`src/rtl/dsm_pkg.sv`:
```
// rtl/dsm_pkg.sv - shared codes, state type and width helper for the CIC decimator
package dsm_pkg;

  // Ternary pwm line codes
  localparam logic [1:0] DSM_POS  = 2'b01;
  localparam logic [1:0] DSM_NEG  = 2'b11;
  localparam logic [1:0] DSM_ZERO = 2'b00;
  localparam logic [1:0] DSM_INV  = 2'b10;

  typedef enum logic {
    FILL = 1'b0,
    RUN  = 1'b1
  } dsm_state_e;

  // Accumulator width that holds the full CIC gain R^N for a +/-1 input
  function automatic int acc_width(input int n_order, input int dec_log2);
    return 2 + n_order * dec_log2;
  endfunction

endpackage

```
`src/rtl/dsm_cic_core.sv`:
```
// rtl/dsm_cic_core.sv - CIC integrators, decimation counter and comb chain
module dsm_cic_core
  import dsm_pkg::*;
#(
  parameter int N_ORDER  = 3,
  parameter int DEC_LOG2 = 4,
  parameter int ACC_W    = acc_width(N_ORDER, DEC_LOG2)
) (
  input  logic                    clk_i,
  input  logic                    rst_ni,
  input  logic                    sample_valid_i,
  input  logic signed [ACC_W-1:0] sample_i,
  output logic                    tick_o,
  output logic signed [ACC_W-1:0] comb_o
);

  logic [DEC_LOG2-1:0]     cnt_q;
  logic                    tick;
  logic signed [ACC_W-1:0] stage0_q;
  logic                    stage0_vld_q;
  logic signed [ACC_W-1:0] comb_q;
  logic                    comb_vld_q;

  // Integrator cascade: each stage adds the freshly updated value of the stage
  // before it, so the tick snapshot includes the tick sample in every stage.
  for (genvar k = 0; k < N_ORDER; k++) begin : g_int
    logic signed [ACC_W-1:0] acc_q;
    logic signed [ACC_W-1:0] acc_d;

    if (k == 0) begin : g_first
      assign acc_d = acc_q + sample_i;
    end else begin : g_next
      assign acc_d = acc_q + g_int[k-1].acc_d;
    end

    // Wrap-around accumulation, advanced only on valid input samples
    always_ff @(posedge clk_i or negedge rst_ni) begin
      if (!rst_ni) begin
        acc_q <= '0;
      end else if (sample_valid_i) begin
        acc_q <= acc_d;
      end
    end
  end

  assign tick = sample_valid_i && (cnt_q == '1);

  // Decimation counter over valid samples; wraps naturally at R
  always_ff @(posedge clk_i or negedge rst_ni) begin
    if (!rst_ni) begin
      cnt_q <= '0;
    end else if (sample_valid_i) begin
      cnt_q <= cnt_q + DEC_LOG2'(1);
    end
  end

  // Snapshot the last integrator into the low-rate comb pipeline on each tick
  always_ff @(posedge clk_i or negedge rst_ni) begin
    if (!rst_ni) begin
      stage0_q     <= '0;
      stage0_vld_q <= 1'b0;
    end else begin
      stage0_vld_q <= tick;
      if (tick) begin
        stage0_q <= g_int[N_ORDER-1].acc_d;
      end
    end
  end

  // Comb chain: y = x - x_prev, history advanced once per tick
  for (genvar k = 0; k < N_ORDER; k++) begin : g_comb
    logic signed [ACC_W-1:0] x;
    logic signed [ACC_W-1:0] y;
    logic signed [ACC_W-1:0] prev_q;

    if (k == 0) begin : g_first
      assign x = stage0_q;
    end else begin : g_next
      assign x = g_comb[k-1].y;
    end

    assign y = x - prev_q;

    // Remember this stage's input for the next tick's difference
    always_ff @(posedge clk_i or negedge rst_ni) begin
      if (!rst_ni) begin
        prev_q <= '0;
      end else if (stage0_vld_q) begin
        prev_q <= x;
      end
    end
  end

  // Register the comb result one clock after the stage-0 snapshot
  always_ff @(posedge clk_i or negedge rst_ni) begin
    if (!rst_ni) begin
      comb_q     <= '0;
      comb_vld_q <= 1'b0;
    end else begin
      comb_vld_q <= stage0_vld_q;
      if (stage0_vld_q) begin
        comb_q <= g_comb[N_ORDER-1].y;
      end
    end
  end

  assign tick_o = comb_vld_q;
  assign comb_o = comb_q;

endmodule

```
`src/rtl/dsm_decimator.sv`:
```
// rtl/dsm_decimator.sv - ternary pwm stream to signed samples via CIC decimation
module dsm_decimator
  import dsm_pkg::*;
#(
  parameter int N_ORDER  = 3,
  parameter int DEC_LOG2 = 4,
  parameter int OUT_W    = 8
) (
  input  logic                    clock,
  input  logic                    reset,
  input  logic                    pwm_valid,
  input  logic [1:0]              pwm,
  output logic signed [OUT_W-1:0] vout,
  output logic                    vout_valid,
  output logic                    code_err
);

  localparam int ACC_W = acc_width(N_ORDER, DEC_LOG2);
  localparam int SHIFT = N_ORDER * DEC_LOG2 - (OUT_W - 1);
  localparam logic signed [ACC_W-1:0] Q_MAX = ACC_W'((1 << (OUT_W - 1)) - 1);
  localparam logic signed [ACC_W-1:0] Q_MIN = ~Q_MAX;
  localparam logic [2:0] FILL_LAST = 3'(N_ORDER - 1);

  logic signed [ACC_W-1:0] sample_d;
  logic                    comb_vld;
  logic signed [ACC_W-1:0] comb_raw;
  logic signed [ACC_W-1:0] scaled;
  logic signed [OUT_W-1:0] sat_d;

  dsm_state_e              state_q;
  logic [2:0]              fill_cnt_q;
  logic signed [OUT_W-1:0] vout_q;
  logic                    vout_valid_q;
  logic                    code_err_q;

  // Map the line code to +1/-1/0; the invalid code contributes nothing
  always_comb begin
    sample_d = '0;
    case (pwm)
      DSM_POS: sample_d = ACC_W'(1);
      DSM_NEG: sample_d = '1;
      default: sample_d = '0;
    endcase
  end

  dsm_cic_core #(
    .N_ORDER  (N_ORDER),
    .DEC_LOG2 (DEC_LOG2),
    .ACC_W    (ACC_W)
  ) u_core (
    .clk_i          (clock),
    .rst_ni         (reset),
    .sample_valid_i (pwm_valid),
    .sample_i       (sample_d),
    .tick_o         (comb_vld),
    .comb_o         (comb_raw)
  );

  assign scaled = comb_raw >>> SHIFT;

  // Clamp the scaled comb value into the signed output range
  always_comb begin
    sat_d = scaled[OUT_W-1:0];
    if (scaled > Q_MAX) begin
      sat_d = {1'b0, {(OUT_W-1){1'b1}}};
    end else if (scaled < Q_MIN) begin
      sat_d = {1'b1, {(OUT_W-1){1'b0}}};
    end
  end

  // FILL discards the first N_ORDER comb results; RUN strobes every one after
  always_ff @(posedge clock or negedge reset) begin
    if (!reset) begin
      state_q      <= FILL;
      fill_cnt_q   <= '0;
      vout_q       <= '0;
      vout_valid_q <= 1'b0;
    end else begin
      vout_valid_q <= 1'b0;
      if (comb_vld) begin
        case (state_q)
          FILL: begin
            if (fill_cnt_q == FILL_LAST) begin
              state_q <= RUN;
            end else begin
              fill_cnt_q <= fill_cnt_q + 3'd1;
            end
          end
          RUN: begin
            vout_q       <= sat_d;
            vout_valid_q <= 1'b1;
          end
          default: state_q <= FILL;
        endcase
      end
    end
  end

  // Sticky flag for any invalid code seen on a qualified cycle
  always_ff @(posedge clock or negedge reset) begin
    if (!reset) begin
      code_err_q <= 1'b0;
    end else if (pwm_valid && (pwm == DSM_INV)) begin
      code_err_q <= 1'b1;
    end
  end

  assign vout       = vout_q;
  assign vout_valid = vout_valid_q;
  assign code_err   = code_err_q;

endmodule

```
`config.mk`:
```
export PLATFORM = sky130hd
export DESIGN_NAME = dsm_decimator
export DESIGN_NICKNAME = d
export VERILOG_FILES = /design/src/rtl/dsm_pkg.sv /design/src/rtl/dsm_cic_core.sv /design/src/rtl/dsm_decimator.sv
export SDC_FILE = /design/constraint.sdc
export NUM_CORES = 1
export LEC_CHECK = 0
export CAP_MARGIN = 10
export CORE_MARGIN = 1
export CORE_UTILIZATION = 42
export CTS_BUF_LIST = sky130_fd_sc_hd__clkbuf_4 sky130_fd_sc_hd__clkbuf_8
export CTS_CLUSTER_SIZE = 12
export DETAILED_ROUTE_END_ITERATION = 10
export PLACE_DENSITY = 0.61
export SETUP_SLACK_MARGIN = 0.1
export SLEW_MARGIN = 5
export SYNTH_ARGS = -nofsm -noshare
export SYNTH_HDL_FRONTEND = slang
export SYNTH_SLANG_ARGS = --single-unit
```
`constraint.sdc`:
```
create_clock -name clock -period 5 [get_ports clock]
set_clock_uncertainty 0.2 [all_clocks]
set_input_delay 0.5 -clock clock [delete_from_list [all_inputs] [get_ports clock]]
set_output_delay 0.5 -clock clock [all_outputs]
set_load 0.01 [all_outputs]
```
; Word level (Yosys, flattened, before mapping)
; Index checks and enable logic that the tools add are counted.
[classes]
bitwise = 2
n_mux = 7
n_eq_ne = 5
reduce_logical = 4
n_addsub = 8
magnitude_cmp = 2
[ops]
columns = cell, count
row1 = $add 14x14->14, 3
row2 = $sub 14x14->14, 3
row3 = $pmux 14 s2, 1
row4 = $mux 8, 2
row5 = $gt 9x8->1 const B, 1
row6 = $lt 9x8->1 const B, 1
row7 = $add 4x1->4 const B, 1
row8 = $eq 2x2->1 const B, 2
row9 = $eq 4x4->1 const B, 1
row10 = $mux 1, 4
row11 = $add 3x1->3 const B, 1
row12 = $eq 3x2->1 const B, 1
row13 = $reduce_and 3->1, 1
row14 = $eq 2x1->1 const B, 1
row15 = $logic_and 1x1->1, 2
row16 = $not 1->1, 2
row17 = $reduce_and 2->1, 1
[word_totals]
out_inout_bits = 10
regBits = 132
inputBits = 5

; Longest topological paths before layout
; Gate-level depths: netlist of the first run.
[logic_depth]
word_depth = 5
depth_mapped = 26

; Cells and area by module
; Synthesis of the first run repeated with hierarchy kept, for this count alone.
[unflattened]
cells_unflattened = 847
area_unflattened_um2 = 8515.7
[modules_own_cells]
columns = mod, n_inst, cells_each, area_per_inst_um2, seq_area_each_um2
row1 = dsm_cic_core, 1, 795, 7830.0, 2952.8
row2 = dsm_decimator, 1, 52, 685.7, 350.3

; Least setup slack after synthesis of the first run
; Ideal clock, no wire load.
[synth_path]
kind = input -> register
from = in pwm[0]
to = reg u_core.g_int[2].acc_q[13]
path_buffers = 1
cell_stages = 24
setup_ns = 0.123
arrival_time_ns = 4.929
path_slack_ns = -0.252
path_cell_list = nand2_1 buf_1 xnor2_1 ha_1 o311a_1 o22ai_1 nand2b_1 o31ai_1 xor2_1 ha_1 nand2_1 o21ai_1 o21ai_1 or3_1 and3_1 xnor2_1 ha_1 a21o_1 a21oi_1 o21a_1 o21ai_0 xnor2_1 nand2_1 xnor2_1
[synth_between]
elab_chain_cells = 5
[synth_lines]
columns = item, line_no
row1 = start: declaration, dsm_decimator.sv:12  ; input logic [1:0] pwm,
row2 = $eq 2x2->1 or $eq 2x1->1 (tied branches), dsm_decimator.sv:39  ; case (pwm)
row3 = $pmux 14 s2 (*), dsm_decimator.sv:39
row4 = $add 14x14->14 (*), dsm_cic_core.sv:31  ; assign acc_d = acc_q + sample_i;
row5 = named net u_core.g_int[0].acc_d[6], dsm_cic_core.sv:28  ; logic signed [ACC_W-1:0] acc_d;
row6 = $add 14x14->14 (*), dsm_cic_core.sv:33  ; assign acc_d = acc_q + g_int[k-1].acc_d;
row7 = named net u_core.g_int[1].acc_d[11], dsm_cic_core.sv:28
row8 = $add 14x14->14 (*), dsm_cic_core.sv:33
row9 = end signal: assignment, dsm_cic_core.sv:39  ; acc_q <= '0;
row10 = end signal: assignment, dsm_cic_core.sv:41  ; acc_q <= acc_d;
row11 = end: declaration, dsm_cic_core.sv:27  ; logic signed [ACC_W-1:0] acc_q;
; The timed path passes the listed nets; every way through them passes the cells marked *.
; A chain may end at the register's enable or synchronous reset.

; Final worst setup path of the first run
[layout_path]
from = reg u_core.stage0_q[0], in the netlist u_core.g_comb[0].x[0]
to = reg u_core.comb_q[13], in the netlist u_core.comb_o[13]
[layout_between]
elab_chain_cells = 3
[layout_lines]
columns = item, line_no
row1 = start: declaration, dsm_cic_core.sv:19  ; logic signed [ACC_W-1:0] stage0_q;
row2 = start signal: assignment, dsm_cic_core.sv:65  ; stage0_q <= g_int[N_ORDER-1].acc_d;
row3 = $sub 14x14->14, dsm_cic_core.sv:82  ; assign y = x - prev_q;
row4 = named net u_core.g_comb[0].y[8], dsm_cic_core.sv:73  ; logic signed [ACC_W-1:0] y;
row5 = $sub 14x14->14, dsm_cic_core.sv:82
row6 = named net u_core.g_comb[1].y[8], dsm_cic_core.sv:73
row7 = $sub 14x14->14, dsm_cic_core.sv:82
row8 = end signal: assignment, dsm_cic_core.sv:102  ; comb_q <= g_comb[N_ORDER-1].y;
row9 = end: declaration, dsm_cic_core.sv:21  ; logic signed [ACC_W-1:0] comb_q;
; The timed path passes the listed nets, and every way through them passes these cells.

==> results of run 1 <==
==> per-layer routing <==
layer / vias up / track usage / routed length (µm)
li1: 3106 / - / -
met1: 2816 / 0.191 / 6780
met2: 55 / 0.308 / 7780
met3: 16 / 0.0359 / 330
met4: 0 / 0.0509 / 163
met5: - / 0 / 0
==> per-stage QoR <==
stage | setup WS [ps] | utilization | cells | cell area, µm²
after floorplan | 87.6 | - | 848 | 8080
after global placement | -398 | 0.480 | 1148 | 9010
after detailed placement | -465 | 0.480 | 1148 | 9010
after CTS | 15.0 | 0.504 | 1182 | 9460
after global routing | -144 | 0.514 | 1191 | 9640
final | 83.6 | 0.514 | 1191 | 9640
==> worst paths after layout <==
| path | from | end | slack, ps | depth (start not counted) |
|---|---|---|---|---|
| hold / removal | pwm[1] | code_err | 260 | 3 |
| hold reg to reg | code_err | code_err | 280 | 1 |
| setup / recovery | u_core.g_comb[0].x[0] | u_core.comb_o[13] | 80 | 24 |
| min in group asynchronous | reset | u_core.g_comb[2].prev_q[1] | 480 | 2 |
| setup reg to reg | u_core.g_comb[0].x[0] | u_core.comb_o[13] | 80 | 24 |
| max in group asynchronous | reset | u_core.g_int[2].acc_q[11] | 3040 | 3 |
==> layout by cell type, fill, tap and decap left out, types with 10 or more instances in the layout <==
cell type and count:
sky130_fd_sc_hd__buf_4 93, sky130_fd_sc_hd__o21a_1 11, sky130_fd_sc_hd__inv_1 64, sky130_fd_sc_hd__mux2_2 51, sky130_fd_sc_hd__nor3_1 13, sky130_fd_sc_hd__nand2_1 107
sky130_fd_sc_hd__xor2_1 15, sky130_fd_sc_hd__a21o_1 13, sky130_fd_sc_hd__clkdlybuf4s50_1 10, sky130_fd_sc_hd__a21oi_1 42, sky130_fd_sc_hd__xnor2_1 64, sky130_fd_sc_hd__o21ai_0 62
sky130_fd_sc_hd__ha_1 67, sky130_fd_sc_hd__nor2_1 39, sky130_fd_sc_hd__nand2b_1 10, sky130_fd_sc_hd__clkbuf_8 18, sky130_fd_sc_hd__dfrtp_1 124
==> sequential cells by signal, summed over array words and instances (netlist names) <==
name and flops:
u_core.g_comb.prev_q 42, u_core.g_int.acc_q 42, u_core.g_comb.x 14, u_core.comb_o 9
vout 8, u_core.cnt_q 4, fill_cnt_q 3, code_err 1
state_q 1, u_core.stage0_vld_q 1, u_core.tick_o 1, vout_valid 1
==> critical path: cells and delay by family, from the launching register on <==
| kind | cells | cell delay (ps) |
|---|---|---|
| adders and majority gates | 4 | 1110 |
| DFF | 1 | 390 |
| buffers and inverters | 4 | 390 |
| and+or+nand+nor | 4 | 850 |
| xor gates and xnor gates | 3 | 360 |
| muxes | 1 | 250 |
| AOI/OAI and AO/OA | 8 | 1280 |
==> kinds of logic (layout without fill, tap and decap cells) <==
family / count (synthesis) / count (layout) / synth area share
adder cells (fa/ha/maj): 76 / 76 / 0.122
buffers and inverters: 97 / 206 / 0.0452
XOR/XNOR: 83 / 83 / 0.0937
AO/OA/AOI/OAI: 191 / 191 / 0.146
flip-flops: 127 / 127 / 0.395
AND/OR/NAND/NOR: 220 / 220 / 0.123
multiplexers: 54 / 54 / 0.0757
==> layout make-up <==
type / count / area [µm²]
clock buffers: 18 / 248
clock inverters: 13 / 138
fillers: 1748 / 9130
inverters: 67 / 251
multi-input cells: 624 / 4690
flip-flops and latches: 127 / 3180
well taps: 234 / 293
repair buffers: 108 / 846
==> what timing repair did <==
item	4_1_cts	5_1_grt
gates resized for setup	15	28
pin swaps	16	33
cloned	0	0
setup buffers	2	9
endpoints found under the setup margin	7	13
hold buffers	1	0
endpoints found under the hold margin	24	0
==> impl_metrics.sql, run 1 <==
INSERT INTO impl_metrics (metric_group, metric, value, unit) VALUES
('run_status', 'run_status', 'complete, no violations', ''),
('global_route', 'overflow', '0', ''),
('clock_tree', 'cts_max_path_buffers', '2', ''),
('finish', 'nNetsFinal', '1026', ''),
('finish', 'flow.area_growth_from_synthesis', '19.8', '%'),
('global_route', 'via_count_of_the_first_global_routing_pass', '6105', ''),
('sta', 'tightestPinTransition', '951', 'ps'),
('detailed_routing', 'drtPass1Iterations', '4', ''),
('logic_synthesis', 'proportion_of_synthesized_chip_area_in_sequential_cells', '0.395', ''),
('detailed_routing', 'wire_per_inst', '12.6', 'µm'),
('place', 'routabilityCongestion', '0.782', ''),
('logic_synthesis', 'synth-seq-cells', '127', ''),
('clock_tree', 'cts_made_buffers', '17', ''),
('hold_path', 'tightest_hold_check_type', 'primary input to register', ''),
('run', 'drv.max_cap_violation_count', '0', ''),
('floorplanning', 'floorplan.rows', '50', ''),
('detailed_routing', 'drt_first_iter_violations', '135', ''),
('global_route', 'pin_count_of_the_biggest_net_entering_global_routing', '99', ''),
('logic_synthesis', 'dominantRegCellSynth', 'sky130_fd_sc_hd__dfrtp_1', ''),
('logic_synthesis', 'proportion_of_synthesized_flip_flops_having_asynchronous_set_or_reset', '1.00', ''),
('sta', 'final_max_slew_viol_count', '0', ''),
('sta', 'fin_crit', '4920', 'ps'),
('logic_synthesis', 'synth-warning-count', '0', ''),
('finish', 'layout-drive-gt1-share', '0.251', ''),
('worst_setup_path', 'worst_ep_arrival_time', '5040', 'ps'),
('logic_synthesis', 'synth_area_per_cell', '9.49', 'µm²'),
('sta', 'fin_crit_sh', '0.983', ''),
('logic_synthesis', 'yosys.cell_count.top_type', 'sky130_fd_sc_hd__dfrtp_1', ''),
('clock_tree', 'htree_num_levels', '4', ''),
('worst_setup_path', 'cp_max_fo', '5', ''),
('floorplanning', 'ios', '15', ''),
('clock_tree', 'cts.reportedPaths.clkPinSlew', '80', 'ps'),
('worst_setup_path', 'crit_path_max_incr_delay', '430', 'ps'),
('global_route', 'antenna_found_initial', '0', ''),
('detailed_routing', 'vias', '5993', ''),
('global_route', 'grt_util_all_layers', '0.166', ''),
('logic_synthesis', 'synth_top_cells_by_area', 'sky130_fd_sc_hd__dfrtp_1 (39%), sky130_fd_sc_hd__ha_1 (11%), sky130_fd_sc_hd__xnor2_1 (7.2%)', ''),
('logic_synthesis', 'synth.lib_cells_used.distinct', '56', ''),
('detailed_routing', 'avgViaCountPerCell', '5.03', ''),
('logic_synthesis', 'syn-cell-area', '0.00805', 'mm²'),
('clock_tree', 'clock_tree_from_tritoncts', 'done', ''),
('logic_synthesis', 'synthDominantCellAreaShare', '0.395', ''),
('place', 'dpl.hpwl', '10600', 'µm'),
('sta', 'fmax', '203', 'MHz'),
('worst_setup_path', 'worstPathCellList', 'inv_2 -> ha_4 -> inv_2 -> fa_2 -> a21o_1 -> a21oi_2 -> o21bai_1 -> a21oi_2 -> nor2_2 -> or2_4 -> a21oi_2 -> xnor2_1 -> ha_1 -> buf_4 -> buf_4 -> xnor2_2 -> ha_1 -> nand3_1 -> o21ai_2 -> or4_4 -> a2111o_1 -> o211ai_2 -> xnor2_1 -> mux2_4', ''),
('sta', 'final.hold.worst_slack', '264', 'ps'),
('logic_synthesis', 'post-synth-top-area-cell', 'sky130_fd_sc_hd__dfrtp_1', ''),
('worst_setup_path', 'required', '5130', 'ps'),
('sta', 'rsz0062_at_grt', 'yes', ''),
('logic_synthesis', 'synth.net_count', '929', ''),
('clock_tree', 'root_buffer', 'sky130_fd_sc_hd__clkbuf_8', ''),
('detailed_routing', 'post-route-drc-count', '0', ''),
('worst_setup_path', 'timing_worst_setup_path_type', 'register to register', ''),
('worst_setup_path', 'critical-path-top-cell-by-count', 'sky130_fd_sc_hd__a21oi_2', ''),
('floorplanning', 'fp.dieH', '140', 'µm'),
('floorplanning', 'die-area', '0.0197', 'mm²'),
('logic_synthesis', 'synth_commonest_cells', 'sky130_fd_sc_hd__dfrtp_1 (127), sky130_fd_sc_hd__nand2_1 (109), sky130_fd_sc_hd__ha_1 (72)', ''),
('sta', 'slew_headroom', '0.366', ''),
('clock_tree', 'clkSinkCount', '127', ''),
('floorplanning', 'chipWidth', '140', 'µm'),
('detailed_routing', 'routed_wl', '15100', 'µm'),
('floorplanning', 'initial_core_util', '0.429', ''),
('finish', 'diodes', '0', ''),
('worst_setup_path', 'endpoint_kind', 'register', ''),
('detailed_routing', 'antenna_violating_nets_post_route', '0', ''),
('worst_setup_path', 'worst_path_max_delay_cell', 'sky130_fd_sc_hd__or4_4', ''),
('sta', 'timing.final.setup_violations', '0', ''),
('logic_synthesis', 'syn-instance-count', '848', ''),
('sta', 'hold_viol_final', '0', ''),
('worst_setup_path', 'critPathLaunchType', 'register', ''),
('clock_tree', 'clk_latency', '440', 'ps'),
('place', 'buffer_ports.inserted', '14', ''),
('logic_synthesis', 'number_of_enable_flip_flop_cells_after_synthesis', '0', ''),
('floorplanning', 'coreArea', '0.0188', 'mm²'),
('global_route', 'global_route_wire_length_before_repair', '26700', 'µm'),
('sta', 'timing.setup.tns', '0', 'ps');
Power of run 1 is left out: the tool's default activity adds up to more than one toggle a clock period on the data nets, which glitch-free logic cannot reach.
==> run 2, diff against run 1 <==
--- a/config.mk
+++ b/config.mk
@@ -17,3 +17,4 @@
 export SYNTH_ARGS = -nofsm -noshare
 export SYNTH_HDL_FRONTEND = slang
 export SYNTH_SLANG_ARGS = --single-unit
+export TNS_END_PERCENT = 10
==> impl_metrics.sql, run 2 (synthesis results as in run 1) <==
INSERT INTO impl_metrics (metric_group, metric, value, unit) VALUES
('clock_tree', 'cts_made_buffers', '17', ''),
('detailed_routing', 'drtPass1Iterations', '4', ''),
('finish', 'diodes', '0', ''),
('sta', 'timing.final.setup_violations', '0', ''),
('global_route', 'grt_util_all_layers', '0.165', ''),
('global_route', 'via_count_of_the_first_global_routing_pass', '5829', ''),
('sta', 'fin_crit', '4980', 'ps'),
('sta', 'tightestPinTransition', '964', 'ps'),
('global_route', 'overflow', '0', ''),
('run_status', 'run_status', 'complete, no violations', ''),
('floorplanning', 'ios', '15', ''),
('clock_tree', 'clock_tree_from_tritoncts', 'done', ''),
('worst_setup_path', 'timing_worst_setup_path_type', 'register to register', ''),
('place', 'routabilityCongestion', '0.756', ''),
('floorplanning', 'fp.dieH', '140', 'µm'),
('detailed_routing', 'route.met3.wl', '357', 'µm'),
('clock_tree', 'root_buffer', 'sky130_fd_sc_hd__clkbuf_8', ''),
('sta', 'final_max_slew_viol_count', '0', ''),
('sta', 'slew_headroom', '0.357', ''),
('finish', 'flow.area_growth_from_synthesis', '22.1', '%'),
('detailed_routing', 'drt_first_iter_violations', '230', ''),
('detailed_routing', 'antenna_violating_nets_post_route', '0', ''),
('worst_setup_path', 'worst_path_max_delay_cell', 'sky130_fd_sc_hd__or4_4', ''),
('hold_path', 'tightest_hold_check_type', 'primary input to register', ''),
('sta', 'fmax', '201', 'MHz'),
('worst_setup_path', 'crit_path_max_incr_delay', '430', 'ps'),
('detailed_routing', 'top_layer', 'met4', ''),
('global_route', 'antenna_found_initial', '0', ''),
('worst_setup_path', 'critical-path-top-cell-by-count', 'sky130_fd_sc_hd__nor2_1', ''),
('worst_setup_path', 'end_of_the_critical_path', 'u_core.comb_o[13]', ''),
('finish', 'layout.cells.most_common', 'sky130_fd_sc_hd__dfrtp_1', ''),
('place', 'buffer_ports.inserted', '14', ''),
('worst_setup_path', 'timing.reg2reg.worst_path_depth', '23', ''),
('worst_setup_path', 'endpoint_kind', 'register', ''),
('finish', 'layout-drive-gt1-share', '0.260', ''),
('detailed_routing', 'post-route-drc-count', '0', ''),
('global_route', 'global_route_wire_length_before_repair', '26300', 'µm'),
('worst_setup_path', 'critPathLaunchType', 'register', ''),
('sta', 'fin_crit_sh', '0.996', ''),
('sta', 'hold_viol_final', '0', ''),
('worst_setup_path', 'r2r-end', 'u_core.comb_o[13]', ''),
('finish', 'layout.core_utilization', '0.524', ''),
('finish', 'layout.cells.most_common_list', 'sky130_fd_sc_hd__dfrtp_1 (126), sky130_fd_sc_hd__nand2_1 (107), sky130_fd_sc_hd__buf_4 (105)', ''),
('worst_setup_path', 'reg2reg_from', 'u_core.g_comb[0].x[0]', ''),
('clock_tree', 'clkSinkCount', '127', ''),
('floorplanning', 'chipWidth', '140', 'µm'),
('worst_setup_path', 'worst_ep_arrival_time', '5110', 'ps'),
('detailed_routing', 'met2_wirelength', '7590', 'µm'),
('floorplanning', 'die-area', '0.0197', 'mm²'),
('place', 'placed_area', '0.00907', 'mm²'),
('finish', 'final_cell_area', '0.00983', 'mm²'),
('global_route', 'pin_count_of_the_biggest_net_entering_global_routing', '97', ''),
('worst_setup_path', 'worst_setup_path_startpoint', 'u_core.g_comb[0].x[0]', ''),
('sta', 'rsz0062_at_grt', 'yes', ''),
('clock_tree', 'clk_latency', '440', 'ps'),
('worst_setup_path', 'worstPathCellList', 'inv_2 -> ha_4 -> inv_1 -> fa_2 -> buf_4 -> xor2_1 -> ha_1 -> o21a_1 -> o31a_1 -> nor2_1 -> nor2_1 -> nor2_1 -> xnor2_1 -> ha_1 -> and2_4 -> a221o_1 -> a31oi_4 -> o21ai_2 -> or4_4 -> a2111o_1 -> o211ai_2 -> xnor2_1 -> mux2_4', ''),
('detailed_routing', 'routedLengthMet1', '6750', 'µm'),
('worst_setup_path', 'cp_max_fo', '3', ''),
('sta', 'timing.setup.tns', '0', 'ps'),
('detailed_routing', 'vias', '6039', ''),
('worst_setup_path', 'required', '5130', 'ps'),
('detailed_routing', 'wire_per_inst', '12.3', 'µm'),
('detailed_routing', 'routed_wl', '14800', 'µm'),
('clock_tree', 'htree_num_levels', '4', ''),
('floorplanning', 'coreArea', '0.0188', 'mm²'),
('clock_tree', 'cts_max_path_buffers', '2', ''),
('clock_tree', 'cts.reportedPaths.clkPinSlew', '80', 'ps'),
('worst_setup_path', 'reg2reg_setup_slack', '20', 'ps'),
('finish', 'nNetsFinal', '1038', ''),
('run', 'drv.max_cap_violation_count', '0', ''),
('floorplanning', 'initial_core_util', '0.429', ''),
('floorplanning', 'floorplan.rows', '50', ''),
('detailed_routing', 'avgViaCountPerCell', '5.02', ''),
('place', 'dpl.hpwl', '10400', 'µm');
-- run 2: timing repair --
item,4_1_cts,5_1_grt
hold endpoints to repair,47,0
hold buffers,1,0
endpoints found under the setup margin,8,16
pin swaps,29,39
setup buffers,7,8
resized for setup,14,28
-- run 2: worst min path at each step --
stage / cells after the start / slack, ps / end / from
after floorplan: 0 / 4 / code_err / reset
after global placement: 1 / 260 / u_core.cnt_q[3] / u_core.cnt_q[3]
after detailed placement: 1 / 270 / u_core.cnt_q[3] / u_core.cnt_q[3]
after CTS: 1 / 280 / u_core.cnt_q[3] / u_core.cnt_q[3]
after global routing: 3 / 230 / code_err / pwm[0]
final: 3 / 260 / code_err / pwm[0]
-- run 2: worst max-delay path: cells and delay by family, from the launching register on --
family | cells | cell delay [ps]
AO/OA/AOI/OAI | 7 | 1400
AND/OR/NAND/NOR | 5 | 880
adder cells (fa/ha/maj) | 4 | 1080
buffers and inverters | 3 | 260
XOR/XNOR | 3 | 390
flip-flops | 1 | 390
multiplexers | 1 | 250
-- run 2: per-stage QoR --
stage / cells / hold WS [ps] / setup WS [ps]
3_5_place_dp: 1156 / 268 / -627
2_1_floorplan: 848 / 4.41 / 81.6
5_1_grt: 1203 / 233 / -167
6_report: 1203 / 260 / 19.6
3_3_place_gp: 1156 / 260 / -471
4_1_cts: 1195 / 277 / 7.86
-- run 2: layout make-up --
class | count | area [µm²]
clock buffer | 23 | 304
clock inverter | 8 | 153
fill | 1735 | 8930
inverter | 67 | 251
multi-input combinational | 624 | 4710
sequential | 127 | 3180
tap | 234 | 293
timing repair buffer | 120 | 940
-- run 2: metal layers --
| layer | track usage | vias to the layer above |
|---|---|---|
| met2 | 0.298 | 50 |
| li1 | - | 3124 |
| met3 | 0.0410 | 10 |
| met5 | 0 | - |
| met1 | 0.197 | 2855 |
| met4 | 0.0378 | 0 |
Power of run 2 is left out for the same reason.
